**src/rtl/deser_pkg.sv**
```systemverilog
// Shared types and helpers for the stream deserializer.
package deser_pkg;

  // Accumulator states: empty, partially filled, complete but waiting for the output slot.
  typedef enum logic [1:0] {
    ACC_IDLE = 2'd0,
    ACC_FILL = 2'd1,
    ACC_FULL = 2'd2
  } acc_state_e;

  // Width needed to hold a lane count from 0 up to parl_max inclusive.
  function automatic int cnt_w(input int parl_max);
    return $clog2(parl_max + 1);
  endfunction

  // Lane that beat k of a word lands in, for the given ratio and direction.
  function automatic int lane_idx(input int k, input int ratio, input logic dir);
    int idx;
    if (dir) begin
      idx = ratio - 1 - k;
    end else begin
      idx = k;
    end
    return idx;
  endfunction

endpackage

```
**src/rtl/deserializer_stream_if.sv**
```systemverilog
// Serial-in / parallel-out stream bundle for the deserializer.
// master drives beats and consumes words; slave is the deserializer side.
interface deserializer_stream_if #(
  parameter int DATA_WIDTH = 8,
  parameter int PARL_MAX   = 8
) ();
  import deser_pkg::*;

  localparam int CNT_W = cnt_w(PARL_MAX);

  logic                  s_valid;
  logic                  s_ready;
  logic [DATA_WIDTH-1:0] s_data;
  logic                  s_last;

  logic                  m_valid;
  logic                  m_ready;
  logic [DATA_WIDTH-1:0] m_data [PARL_MAX];
  logic [CNT_W-1:0]      m_count;
  logic                  m_last;

  modport master (
    output s_valid, s_data, s_last, m_ready,
    input  s_ready, m_valid, m_data, m_count, m_last
  );

  modport slave (
    input  s_valid, s_data, s_last, m_ready,
    output s_ready, m_valid, m_data, m_count, m_last
  );

endinterface

```
**src/rtl/deser_out_slot.sv**
```systemverilog
// One-entry output register: loads a finished word, holds it until consumed.
module deser_out_slot
  import deser_pkg::*;
#(
  parameter int  DATA_WIDTH = 8,
  parameter int  PARL_MAX   = 8,
  localparam int CNT_W      = cnt_w(PARL_MAX)
) (
  input  logic                  clk,
  input  logic                  rst,
  input  logic                  load_i,
  input  logic [DATA_WIDTH-1:0] load_data_i [PARL_MAX],
  input  logic [CNT_W-1:0]      load_count_i,
  input  logic                  load_last_i,
  input  logic                  m_ready_i,
  output logic                  m_valid_o,
  output logic [DATA_WIDTH-1:0] m_data_o [PARL_MAX],
  output logic [CNT_W-1:0]      m_count_o,
  output logic                  m_last_o,
  output logic                  free_o
);

  logic                  valid_q;
  logic [DATA_WIDTH-1:0] data_q [PARL_MAX];
  logic [CNT_W-1:0]      count_q;
  logic                  last_q;

  // The slot can take a new word when empty or when its word leaves this cycle.
  assign free_o    = !valid_q || m_ready_i;
  assign m_valid_o = valid_q;
  assign m_data_o  = data_q;
  assign m_count_o = count_q;
  assign m_last_o  = last_q;

  // Slot register: load wins over drain; payload only changes on load so it holds while stalled.
  always_ff @(posedge clk) begin
    if (rst) begin
      valid_q <= 1'b0;
      count_q <= {CNT_W{1'b0}};
      last_q  <= 1'b0;
      for (int l = 0; l < PARL_MAX; l++) begin
        data_q[l] <= {DATA_WIDTH{1'b0}};
      end
    end else if (load_i) begin
      valid_q <= 1'b1;
      count_q <= load_count_i;
      last_q  <= load_last_i;
      data_q  <= load_data_i;
    end else if (m_ready_i) begin
      valid_q <= 1'b0;
    end else begin
      valid_q <= valid_q;
    end
  end

endmodule

```
**src/rtl/deserializer_stream.sv**
```systemverilog
// Stream deserializer: packs DATA_WIDTH beats into words of up to PARL_MAX lanes
// with a runtime ratio and lane direction; s_last closes a zero-padded partial word.
module deserializer_stream
  import deser_pkg::*;
#(
  parameter int  DATA_WIDTH = 8,
  parameter int  PARL_MAX   = 8,
  localparam int CNT_W      = cnt_w(PARL_MAX)
) (
  input  logic             clk,
  input  logic             rst,
  input  logic [CNT_W-1:0] cfg_ratio,
  input  logic             cfg_dir,
  output logic             err_cfg,
  deserializer_stream_if.slave bus
);

  localparam logic [CNT_W-1:0] RATIO_MAX = CNT_W'(PARL_MAX);

  logic                  rst_q;
  acc_state_e            state_q, state_d;
  logic [CNT_W-1:0]      cnt_q, cnt_d;
  logic [CNT_W-1:0]      ratio_q, ratio_d;
  logic                  dir_q, dir_d;
  logic [DATA_WIDTH-1:0] acc_q [PARL_MAX];
  logic [DATA_WIDTH-1:0] acc_d [PARL_MAX];
  logic [CNT_W-1:0]      acc_count_q, acc_count_d;
  logic                  acc_last_q, acc_last_d;
  logic                  err_q, err_d;

  logic                  s_ready_s;
  logic                  fire_s;
  logic                  first_s;
  logic                  illegal_s;
  logic [CNT_W-1:0]      eff_ratio_s;
  logic                  eff_dir_s;
  logic [CNT_W-1:0]      cnt_inc_s;
  logic                  done_s;
  int                    lane_s;
  logic [DATA_WIDTH-1:0] word_s [PARL_MAX];

  logic                  slot_free_s;
  logic                  load_s;
  logic [DATA_WIDTH-1:0] load_data_s [PARL_MAX];
  logic [CNT_W-1:0]      load_count_s;
  logic                  load_last_s;

  logic                  slot_valid_s;
  logic [DATA_WIDTH-1:0] slot_data_s [PARL_MAX];
  logic [CNT_W-1:0]      slot_count_s;
  logic                  slot_last_s;

  // Ready depends only on registered state, never on m_ready.
  assign s_ready_s = !rst_q && (state_q != ACC_FULL);
  assign fire_s    = bus.s_valid && s_ready_s;

  assign bus.s_ready = s_ready_s;
  assign bus.m_valid = slot_valid_s;
  assign bus.m_data  = slot_data_s;
  assign bus.m_count = slot_count_s;
  assign bus.m_last  = slot_last_s;
  assign err_cfg     = err_q;

  // Beat path: pick the ratio/direction in force for this beat and build the updated word.
  always_comb begin
    first_s   = (state_q == ACC_IDLE);
    illegal_s = (cfg_ratio == {CNT_W{1'b0}}) || (cfg_ratio > RATIO_MAX);
    if (first_s) begin
      eff_ratio_s = illegal_s ? RATIO_MAX : cfg_ratio;
      eff_dir_s   = cfg_dir;
    end else begin
      eff_ratio_s = ratio_q;
      eff_dir_s   = dir_q;
    end
    cnt_inc_s = cnt_q + CNT_W'(1);
    done_s    = (cnt_inc_s == eff_ratio_s) || bus.s_last;
    lane_s    = lane_idx(int'(cnt_q), int'(eff_ratio_s), eff_dir_s);
    for (int l = 0; l < PARL_MAX; l++) begin
      if (l == lane_s) begin
        word_s[l] = bus.s_data;
      end else begin
        word_s[l] = first_s ? {DATA_WIDTH{1'b0}} : acc_q[l];
      end
    end
  end

  // Accumulator next state and hand-off of finished words into the output slot.
  always_comb begin
    state_d      = state_q;
    cnt_d        = cnt_q;
    ratio_d      = ratio_q;
    dir_d        = dir_q;
    acc_d        = acc_q;
    acc_count_d  = acc_count_q;
    acc_last_d   = acc_last_q;
    err_d        = 1'b0;
    load_s       = 1'b0;
    load_data_s  = acc_q;
    load_count_s = acc_count_q;
    load_last_s  = acc_last_q;
    case (state_q)
      ACC_IDLE, ACC_FILL: begin
        if (fire_s) begin
          if (first_s) begin
            ratio_d = eff_ratio_s;
            dir_d   = cfg_dir;
            err_d   = illegal_s;
          end else begin
            ratio_d = ratio_q;
          end
          if (done_s) begin
            if (slot_free_s) begin
              load_s       = 1'b1;
              load_data_s  = word_s;
              load_count_s = cnt_inc_s;
              load_last_s  = bus.s_last;
              state_d      = ACC_IDLE;
              cnt_d        = {CNT_W{1'b0}};
              for (int l = 0; l < PARL_MAX; l++) begin
                acc_d[l] = {DATA_WIDTH{1'b0}};
              end
            end else begin
              state_d     = ACC_FULL;
              acc_d       = word_s;
              acc_count_d = cnt_inc_s;
              acc_last_d  = bus.s_last;
              cnt_d       = {CNT_W{1'b0}};
            end
          end else begin
            state_d = ACC_FILL;
            cnt_d   = cnt_inc_s;
            acc_d   = word_s;
          end
        end else begin
          state_d = state_q;
        end
      end
      ACC_FULL: begin
        if (slot_free_s) begin
          load_s      = 1'b1;
          state_d     = ACC_IDLE;
          acc_count_d = {CNT_W{1'b0}};
          acc_last_d  = 1'b0;
          for (int l = 0; l < PARL_MAX; l++) begin
            acc_d[l] = {DATA_WIDTH{1'b0}};
          end
        end else begin
          state_d = ACC_FULL;
        end
      end
      default: begin
        state_d = ACC_IDLE;
      end
    endcase
  end

  // State register; reset drops any partial word and keeps ready low for one extra cycle.
  always_ff @(posedge clk) begin
    if (rst) begin
      rst_q       <= 1'b1;
      state_q     <= ACC_IDLE;
      cnt_q       <= {CNT_W{1'b0}};
      ratio_q     <= {CNT_W{1'b0}};
      dir_q       <= 1'b0;
      acc_count_q <= {CNT_W{1'b0}};
      acc_last_q  <= 1'b0;
      err_q       <= 1'b0;
      for (int l = 0; l < PARL_MAX; l++) begin
        acc_q[l] <= {DATA_WIDTH{1'b0}};
      end
    end else begin
      rst_q       <= 1'b0;
      state_q     <= state_d;
      cnt_q       <= cnt_d;
      ratio_q     <= ratio_d;
      dir_q       <= dir_d;
      acc_count_q <= acc_count_d;
      acc_last_q  <= acc_last_d;
      err_q       <= err_d;
      acc_q       <= acc_d;
    end
  end

  deser_out_slot #(
    .DATA_WIDTH (DATA_WIDTH),
    .PARL_MAX   (PARL_MAX)
  ) u_slot (
    .clk          (clk),
    .rst          (rst),
    .load_i       (load_s),
    .load_data_i  (load_data_s),
    .load_count_i (load_count_s),
    .load_last_i  (load_last_s),
    .m_ready_i    (bus.m_ready),
    .m_valid_o    (slot_valid_s),
    .m_data_o     (slot_data_s),
    .m_count_o    (slot_count_s),
    .m_last_o     (slot_last_s),
    .free_o       (slot_free_s)
  );

endmodule

```
**src/flat_wrapper.sv**
```systemverilog
// flat-port wrapper written by rule: the top's interface ports become plain ports
module deserializer_stream_flat import deser_pkg::*;
#(
  parameter int  DATA_WIDTH = 8,
  parameter int  PARL_MAX   = 8,
  localparam int CNT_W      = cnt_w(PARL_MAX)
)
  (clk, rst, cfg_ratio, cfg_dir, err_cfg, bus_s_valid, bus_s_data, bus_s_last, bus_m_ready, bus_s_ready, bus_m_valid, bus_m_data, bus_m_count, bus_m_last);
  deserializer_stream_if #(.DATA_WIDTH(DATA_WIDTH), .PARL_MAX(PARL_MAX)) bus_i ();
  input  logic clk;
  input  logic rst;
  input  logic [CNT_W-1:0] cfg_ratio;
  input  logic cfg_dir;
  output logic err_cfg;
  input wire logic [$bits(bus_i.s_valid)-1:0] bus_s_valid;
  input wire logic [$bits(bus_i.s_data)-1:0] bus_s_data;
  input wire logic [$bits(bus_i.s_last)-1:0] bus_s_last;
  input wire logic [$bits(bus_i.m_ready)-1:0] bus_m_ready;
  output wire logic [$bits(bus_i.s_ready)-1:0] bus_s_ready;
  output wire logic [$bits(bus_i.m_valid)-1:0] bus_m_valid;
  output wire logic [$bits(bus_i.m_data)-1:0] bus_m_data;
  output wire logic [$bits(bus_i.m_count)-1:0] bus_m_count;
  output wire logic [$bits(bus_i.m_last)-1:0] bus_m_last;
  assign bus_i.s_valid = bus_s_valid;
  assign bus_i.s_data = bus_s_data;
  assign bus_i.s_last = bus_s_last;
  assign bus_i.m_ready = bus_m_ready;
  assign bus_s_ready = bus_i.s_ready;
  assign bus_m_valid = bus_i.m_valid;
  assign bus_m_data = {>>{bus_i.m_data}};
  assign bus_m_count = bus_i.m_count;
  assign bus_m_last = bus_i.m_last;
  deserializer_stream #(.DATA_WIDTH(DATA_WIDTH), .PARL_MAX(PARL_MAX)) u_core (.clk(clk), .rst(rst), .cfg_ratio(cfg_ratio), .cfg_dir(cfg_dir), .err_cfg(err_cfg), .bus(bus_i));
endmodule
```
**config.mk**
```make
export PLATFORM = sky130hd
export DESIGN_NAME = deserializer_stream_flat
export DESIGN_NICKNAME = d
export VERILOG_FILES = /design/src/rtl/deser_pkg.sv /design/src/rtl/deserializer_stream_if.sv /design/src/rtl/deser_out_slot.sv /design/src/rtl/deserializer_stream.sv /design/src/flat_wrapper.sv
export SDC_FILE = /design/constraint.sdc
export NUM_CORES = 1
export LEC_CHECK = 0
export CAP_MARGIN = 40
export CELL_PAD_IN_SITES_DETAIL_PLACEMENT = 1
export CELL_PAD_IN_SITES_GLOBAL_PLACEMENT = 2
export CORE_MARGIN = 8
export CORE_UTILIZATION = 35
export DETAILED_ROUTE_END_ITERATION = 8
export PLACE_DENSITY = 0.76
export SLEW_MARGIN = 40
export SYNTH_ARGS = -nofsm -noshare
export SYNTH_HDL_FRONTEND = slang
export SYNTH_SLANG_ARGS = --single-unit
```
**constraint.sdc**
```tcl
create_clock -name clk -period 7.44 [get_ports clk]
set_input_delay 1.86 -clock clk [delete_from_list [all_inputs] [get_ports clk]]
set_output_delay 1.86 -clock clk [all_outputs]
set_load 0.02 [all_outputs]
```
* Word-level counts from Yosys, hierarchy flattened *
Index checks and enable logic that the tools add are counted.
Widths: inputs -> output; s select.

operators by class
  add/sub/neg operators = 3
  multipliers = 0
  div/mod/pow operators = 0
  order comparisons = 1
  equal/unequal tests = 15
  shifts and indexed selects = 0
  muxes and demuxes = 59
  bitwise logic cells = 3
  reduce and logical (&&, ||, !) cells = 18

operators with widths
  kind                 count
  $mux 64              8
  $eq 4x32->1 const A  4
  $mux 8               16
  $pmux 64 s2          1
  $eq 3x32->1 const A  2
  $mux 4               11
  $eq 2x32->1 const A  1
  $logic_not 32->1     1
  $mux 32              1
  $sub 32x5->32        1
  $mux 1               15
  $pmux 4 s2           1
  $mux 2               3
  $ne 2x1->1 const B   3
  $reduce_and 3->1     2
  $reduce_and 5->1     1
  $sub 4x1->5 const B  1
  $add 4x1->4 const B  1
  $eq 4x4->1           1
  $gt 4x4->1 const B   1
  $logic_not 4->1      1
  $ne 2x2->1 const B   2
  $pmux 1 s2           2
  $pmux 2 s2           1
  other kinds (11)     18

storage, ports and cells
  register bits = 152
  latch bits = 0
  bits in writable memories = 0
  bits in read-only memories = 0
  input bits = 18
  output and inout port bits = 72
  word-level logic and storage cells = 126
  memories = 0

* Longest topological paths before layout *
  depth in word-level cells = 13
  depth in mapped cells = 18
  depth with buffers taken out = 16

* Cells and area by module *
A second synthesis with hierarchy kept.

second synthesis, totals
  cell total of the unflattened synthesis = 649
  area total of the unflattened synthesis = 6900.4 µm²

modules (own cells, without submodules)
  module               instances  cells each  area an instance (µm²)  sequential area each (µm²)
  deserializer_stream  1          422         4385.5                  1641.6
  deser_out_slot       1          227         2514.9                  1401.3

* Worst setup path before layout *
No wires, ideal clock.

  path type = input to register
  from = input port cfg_ratio[3]
  to = register u_core.u_slot.data_q (netlist bit u_core.u_slot.m_data_o[15])
  setup time = 146 ps
  arrival = 5838 ps
  data required time = 7294 ps
  slack = 1456 ps
  cell stages on the path = 17
  path buffers = 1
  cell sequence = nor3_1 a22oi_1 ha_1 xnor2_1 ha_1 a21oi_1 a21boi_1 nor2_1 nand2_1 ha_1 or4_4 a2111oi_1 o2111ai_1 and3_1 buf_6 a22oi_1 a211oi_2

between the ends
  word-level cells in the longest chain between the ends = 13
  elaborated cells between the ends (all ways) = 19
  those cells by class = add/sub: 2; order compare: 1; eq/ne: 2; mux: 11; reduce/logical: 3

RTL lines
  what                                                  RTL line                    text
  start, declared                                       flat_wrapper.sv:12          input logic [CNT_W-1:0] cfg_ratio;
  $gt 4x4->1 / $logic_not 4->1 (equally long branches)  deserializer_stream.sv:67   illegal_s = (cfg_ratio == {CNT_W{1'b0}}) || (cfg_ratio > RATIO_MAX);
  $logic_or 1x1->1                                      deserializer_stream.sv:67
  $mux 4 *                                              deserializer_stream.sv:69   eff_ratio_s = illegal_s ? RATIO_MAX : cfg_ratio;
  $mux 4 *                                              deserializer_stream.sv:68   if (first_s) begin
  $sub 4x1->5                                           deser_pkg.sv:20             idx = ratio - 1 - k;
  $sub 32x5->32                                         deser_pkg.sv:20
  $mux 32                                               deser_pkg.sv:19             if (dir) begin
  $eq 4x32->1                                           deserializer_stream.sv:79   if (l == lane_s) begin
  $mux 8                                                deserializer_stream.sv:79
  $mux 64                                               deserializer_stream.sv:112  if (slot_free_s) begin
  $mux 64                                               deserializer_stream.sv:111  if (done_s) begin
  $mux 64                                               deserializer_stream.sv:103  if (fire_s) begin
  $mux 64                                               deserializer_stream.sv:101  case (state_q)
  end signal, assigned by index                         deser_out_slot.sv:42        data_q[l] <= {DATA_WIDTH{1'b0}};
  end signal, assigned                                  deser_out_slot.sv:48        data_q <= load_data_i;
  end, declared                                         deser_out_slot.sv:24        logic [DATA_WIDTH-1:0] data_q [PARL_MAX];

Mark *: on every way between the ends. The rest lies on a longest branch, timed or not.
A chain may end at the register's enable or synchronous reset.

* Final worst setup path *
Same ends and word-level chain as after synthesis.

==> impl_metrics.py <==
metrics = {
    "run_status": {
        "outcome": "complete, no violations",
    },
    "pwr": {
        "seqPwrFrac_pct": 42.1,
        "combPwrFrac_pct": 15.6,
        "switchingPower_w": 0.0005821,
        "internal_power_w": 0.001456,
        "p_clk_share_pct": 42.4,
        "p_leak_nw": 2.932,
        "power_density_nw_per_um2": 225.4,
        "vdd_ir_drop_max_mv": 0.1528,
        "swShare_pct": 28.56,
        "p_total_w": 0.002038,
    },
    "cts": {
        "cts_root_buf": "clkbuf_16",
        "clk_latency_ns": 0.43,
        "cts_tree": "built",
        "cts.sinks": 152,
        "h-tree-depth": 4,
        "cts_setup_buffers": 0,
        "clkTransAtPathRegs_ns": 0.06,
        "numCtsBuffers": 17,
        "postCtsResizedCells": 0,
        "clockBufferDepth": 2,
        "cts-hold-fix-buffers": 0,
    },
    "cells_and_area": {
        "fillers": 2385,
        "nNetsFinal": 867,
        "drive_gt1_share_pct": 12.13,
        "areaGrowthSynthToFinish_pct": 21.49,
        "antenna_cells": 0,
        "final_cell_mix": "dfxtp_1 (152), clkdlybuf4s50_1 (88), nand2_1 (82)",
        "final_common_cell": "dfxtp_1",
    },
    "timing": {
        "setup_viol_count_final": 0,
        "hold_viol": 0,
        "tightestPinTransition_ns": 0.8562,
        "fmax_mhz": 147.1,
        "final.setup.tns_ns": 0,
        "period_needed_ns": 6.797,
        "skew_ns": 0.007809,
        "finalCritPeriodShare_pct": 91.36,
        "slew_viol_final": 0,
        "slew_headroom_pct": 42.80,
        "rsz0062_at_grt": "false",
    },
    "synth": {
        "synth_ff_type": "dfxtp_1",
        "synth_nets": 829,
        "syn_area_per_cell_um2": 9.326,
        "synth_cells": 798,
        "ys_seq_area_share_pct": 40.89,
        "async_flop_share_pct": 0,
        "ys_ff_latch": 152,
        "synth-edff-count": 0,
        "yosysWarnings": 0,
        "ys_types": 61,
        "netlist_area_um2": 7442,
    },
    "drt": {
        "post-route-drc-count": 0,
        "wire_per_inst_um": 22.73,
        "vias_per_cell": 6.028,
        "drtIter0Drc": 399,
        "ant_nets": 0,
        "via_count": 6775,
        "first_pass_iters": 5,
        "routed_wirelength_um": 25550,
    },
    "critical_path": {
        "start_kind": "input port",
        "r2r_slack_ns": 1.87,
        "path_max_fanout": 9,
        "crit_path_frequent_cell": "ha_1",
        "critPathCaptureType": "flop",
        "critPathKind": "input port to flop",
        "slowest_stage": "or4_4",
        "crit_arrival_ns": 7.08,
        "crit_required_ns": 7.73,
        "crit_chain": "clkdlybuf4s50_1, nor3_1, a22oi_1, ha_1, xnor2_1, ha_1, a21oi_1, a21boi_1, nor2_1, nand2_1, ha_1, or4_4, a2111oi_1, o2111ai_1, and3_1, a22oi_1, a211oi_2",
        "max_stage_delay_ns": 0.57,
    },
    "global_routing": {
        "grt_antenna_before_repair": 0,
        "grt-ovfl-total": 0,
        "grt_first_pass_wirelength_um": 41030,
        "grtUsageTotal_pct": 19.59,
        "grt_max_degree": 90,
        "grt_pass1_vias": 7301,
    },
    "die": {
        "fp.coreArea_um2": 20960,
        "die-area_um2": 26190,
        "initial_core_util_pct": 35.51,
        "pin_count": 90,
        "rows": 53,
        "chipHeight_um": 161.8,
        "die_w_um": 161.8,
    },
    "place": {
        "numPortBuffers": 89,
        "place_congestion": 0.7746,
        "detailed_place_hpwl_um": 16040,
    },
    "hold_path": {
        "min_path_type": "flop to flop",
    },
    "run": {
        "drv_cap": 0,
    },
}
[registers in the layout (all words and copies together), names as in the netlist]
| signal | cells |
|---|---|
| u_core.acc_count_q | 4 |
| u_core.state_q | 2 |
| u_core.dir_q | 1 |
| u_core.acc_last_q | 1 |
| u_core.cnt_q | 4 |
| u_core.u_slot.m_data_o | 64 |
| u_core.ratio_q | 4 |
| u_core.rst_q | 1 |
| u_core.u_slot.m_count_o | 4 |
| u_core.acc_q | 64 |
| u_core.u_slot.m_valid_o | 1 |
| u_core.u_slot.m_last_o | 1 |
| u_core.err_cfg | 1 |
[logic make-up (layout without fill, tap and decap cells)]
family,Yosys count,in the layout,share of synthesized area [%]
AND/OR/NAND/NOR,212,212,14.69
adder cells (fa/ha/maj),13,13,2.286
AO/OA/AOI/OAI,318,318,34.65
buffers and inverters,91,142,5.935
XOR/XNOR,10,10,1.278
flip-flops,152,152,40.89
multiplexers,2,2,0.2690
[area by class of cell]
| type | instances | area, um2 | share of cell area, % |
|---|---|---|---|
| multi-input combinational | 555 | 4003 | 44.27 |
| sequential | 152 | 3043 | 33.66 |
| timing repair buffer | 100 | 1039 | 11.49 |
| clock buffer | 17 | 425.4 | 4.705 |
| tap | 275 | 344.1 | 3.806 |
| clock inverter | 15 | 150.1 | 1.661 |
| inverter | 10 | 37.54 | 0.4152 |
[path summary, 6_finish.rpt]
kind                                        from                                 endpoint  depth (start not counted)
setup reg to reg  u_core.state_q[0]$_SDFFE_PP0N_  u_core.u_slot.m_data_o[15]$_SDFFE_PP0P_                         16
setup / recovery                    cfg_ratio[3]  u_core.u_slot.m_data_o[15]$_SDFFE_PP0P_                         17
hold reg to reg    u_core.acc_q[47]$_SDFFE_PP0P_            u_core.acc_q[47]$_SDFFE_PP0P_                          2
hold / removal     u_core.acc_q[47]$_SDFFE_PP0P_            u_core.acc_q[47]$_SDFFE_PP0P_                          2
[synth_stat cells, drive strengths merged (4+ instances only)]
library cell | instances | area share (%)
nand3 | 7 | 0.47
dfxtp | 152 | 41
a211oi | 73 | 9.7
a221oi | 68 | 8.0
nor2b | 70 | 5.9
o2111ai | 4 | 0.47
o21ai | 69 | 4.7
inv | 10 | 0.50
clkbuf | 54 | 2.8
a22oi | 67 | 7.3
nor2 | 18 | 0.98
nand2 | 82 | 4.1
a21o | 6 | 0.61
and3 | 5 | 0.42
nor3 | 8 | 0.61
buf | 27 | 2.6
a21oi | 8 | 0.59
o2bb2ai | 4 | 0.47
xnor2 | 8 | 1.0
o2111a | 4 | 0.61
a2111oi | 4 | 0.67
ha | 12 | 2.0
[through the flow]
step,cell area [um2],hold slack [ns],util (%),std cells,setup WS (ns)
after floorplan,7442,0.4321,-,798,1.456
final,9041,0.4697,43.15,1124,0.6426
after global routing,9041,0.4967,43.15,1124,0.1120
after CTS,9037,0.4716,43.13,1124,0.7470
after global placement,8381,0.4462,39.99,1088,0.4548
after detailed placement,8462,0.4593,40.38,1092,0.3147
[power by group through the flow]
stage | clock network, W | registers [W] | logic (W)
5_1_grt | 0.000914 | 0.000860 | 0.000343
4_1_cts | 0.000882 | 0.000857 | 0.000320
3_5_place_dp | 0 | 0.000875 | 0.000318
3_3_place_gp | 0 | 0.000875 | 0.000305
2_1_floorplan | 0 | 0.000895 | 0.000181
6_report | 0.000863 | 0.000857 | 0.000317
[worst max-delay path, delay by kind of cell]
family | cells | cell delay (ns)
AO/OA/AOI/OAI | 7 | 2.07
AND/OR/NAND/NOR | 5 | 1.62
adder cells (fa/ha/maj) | 3 | 0.91
buffers and inverters | 1 | 0.47
XOR/XNOR | 1 | 0.13
[per-layer routing]
metal,track usage (%),wire length [um],vias up
li1,-,-,3119
met1,23.63,11230,3498
met2,34.73,13020,138
met3,3.619,1055,20
met4,5.766,240,0
met5,0,0,-
No activity file was read; power rests on OpenSTA's default activity.
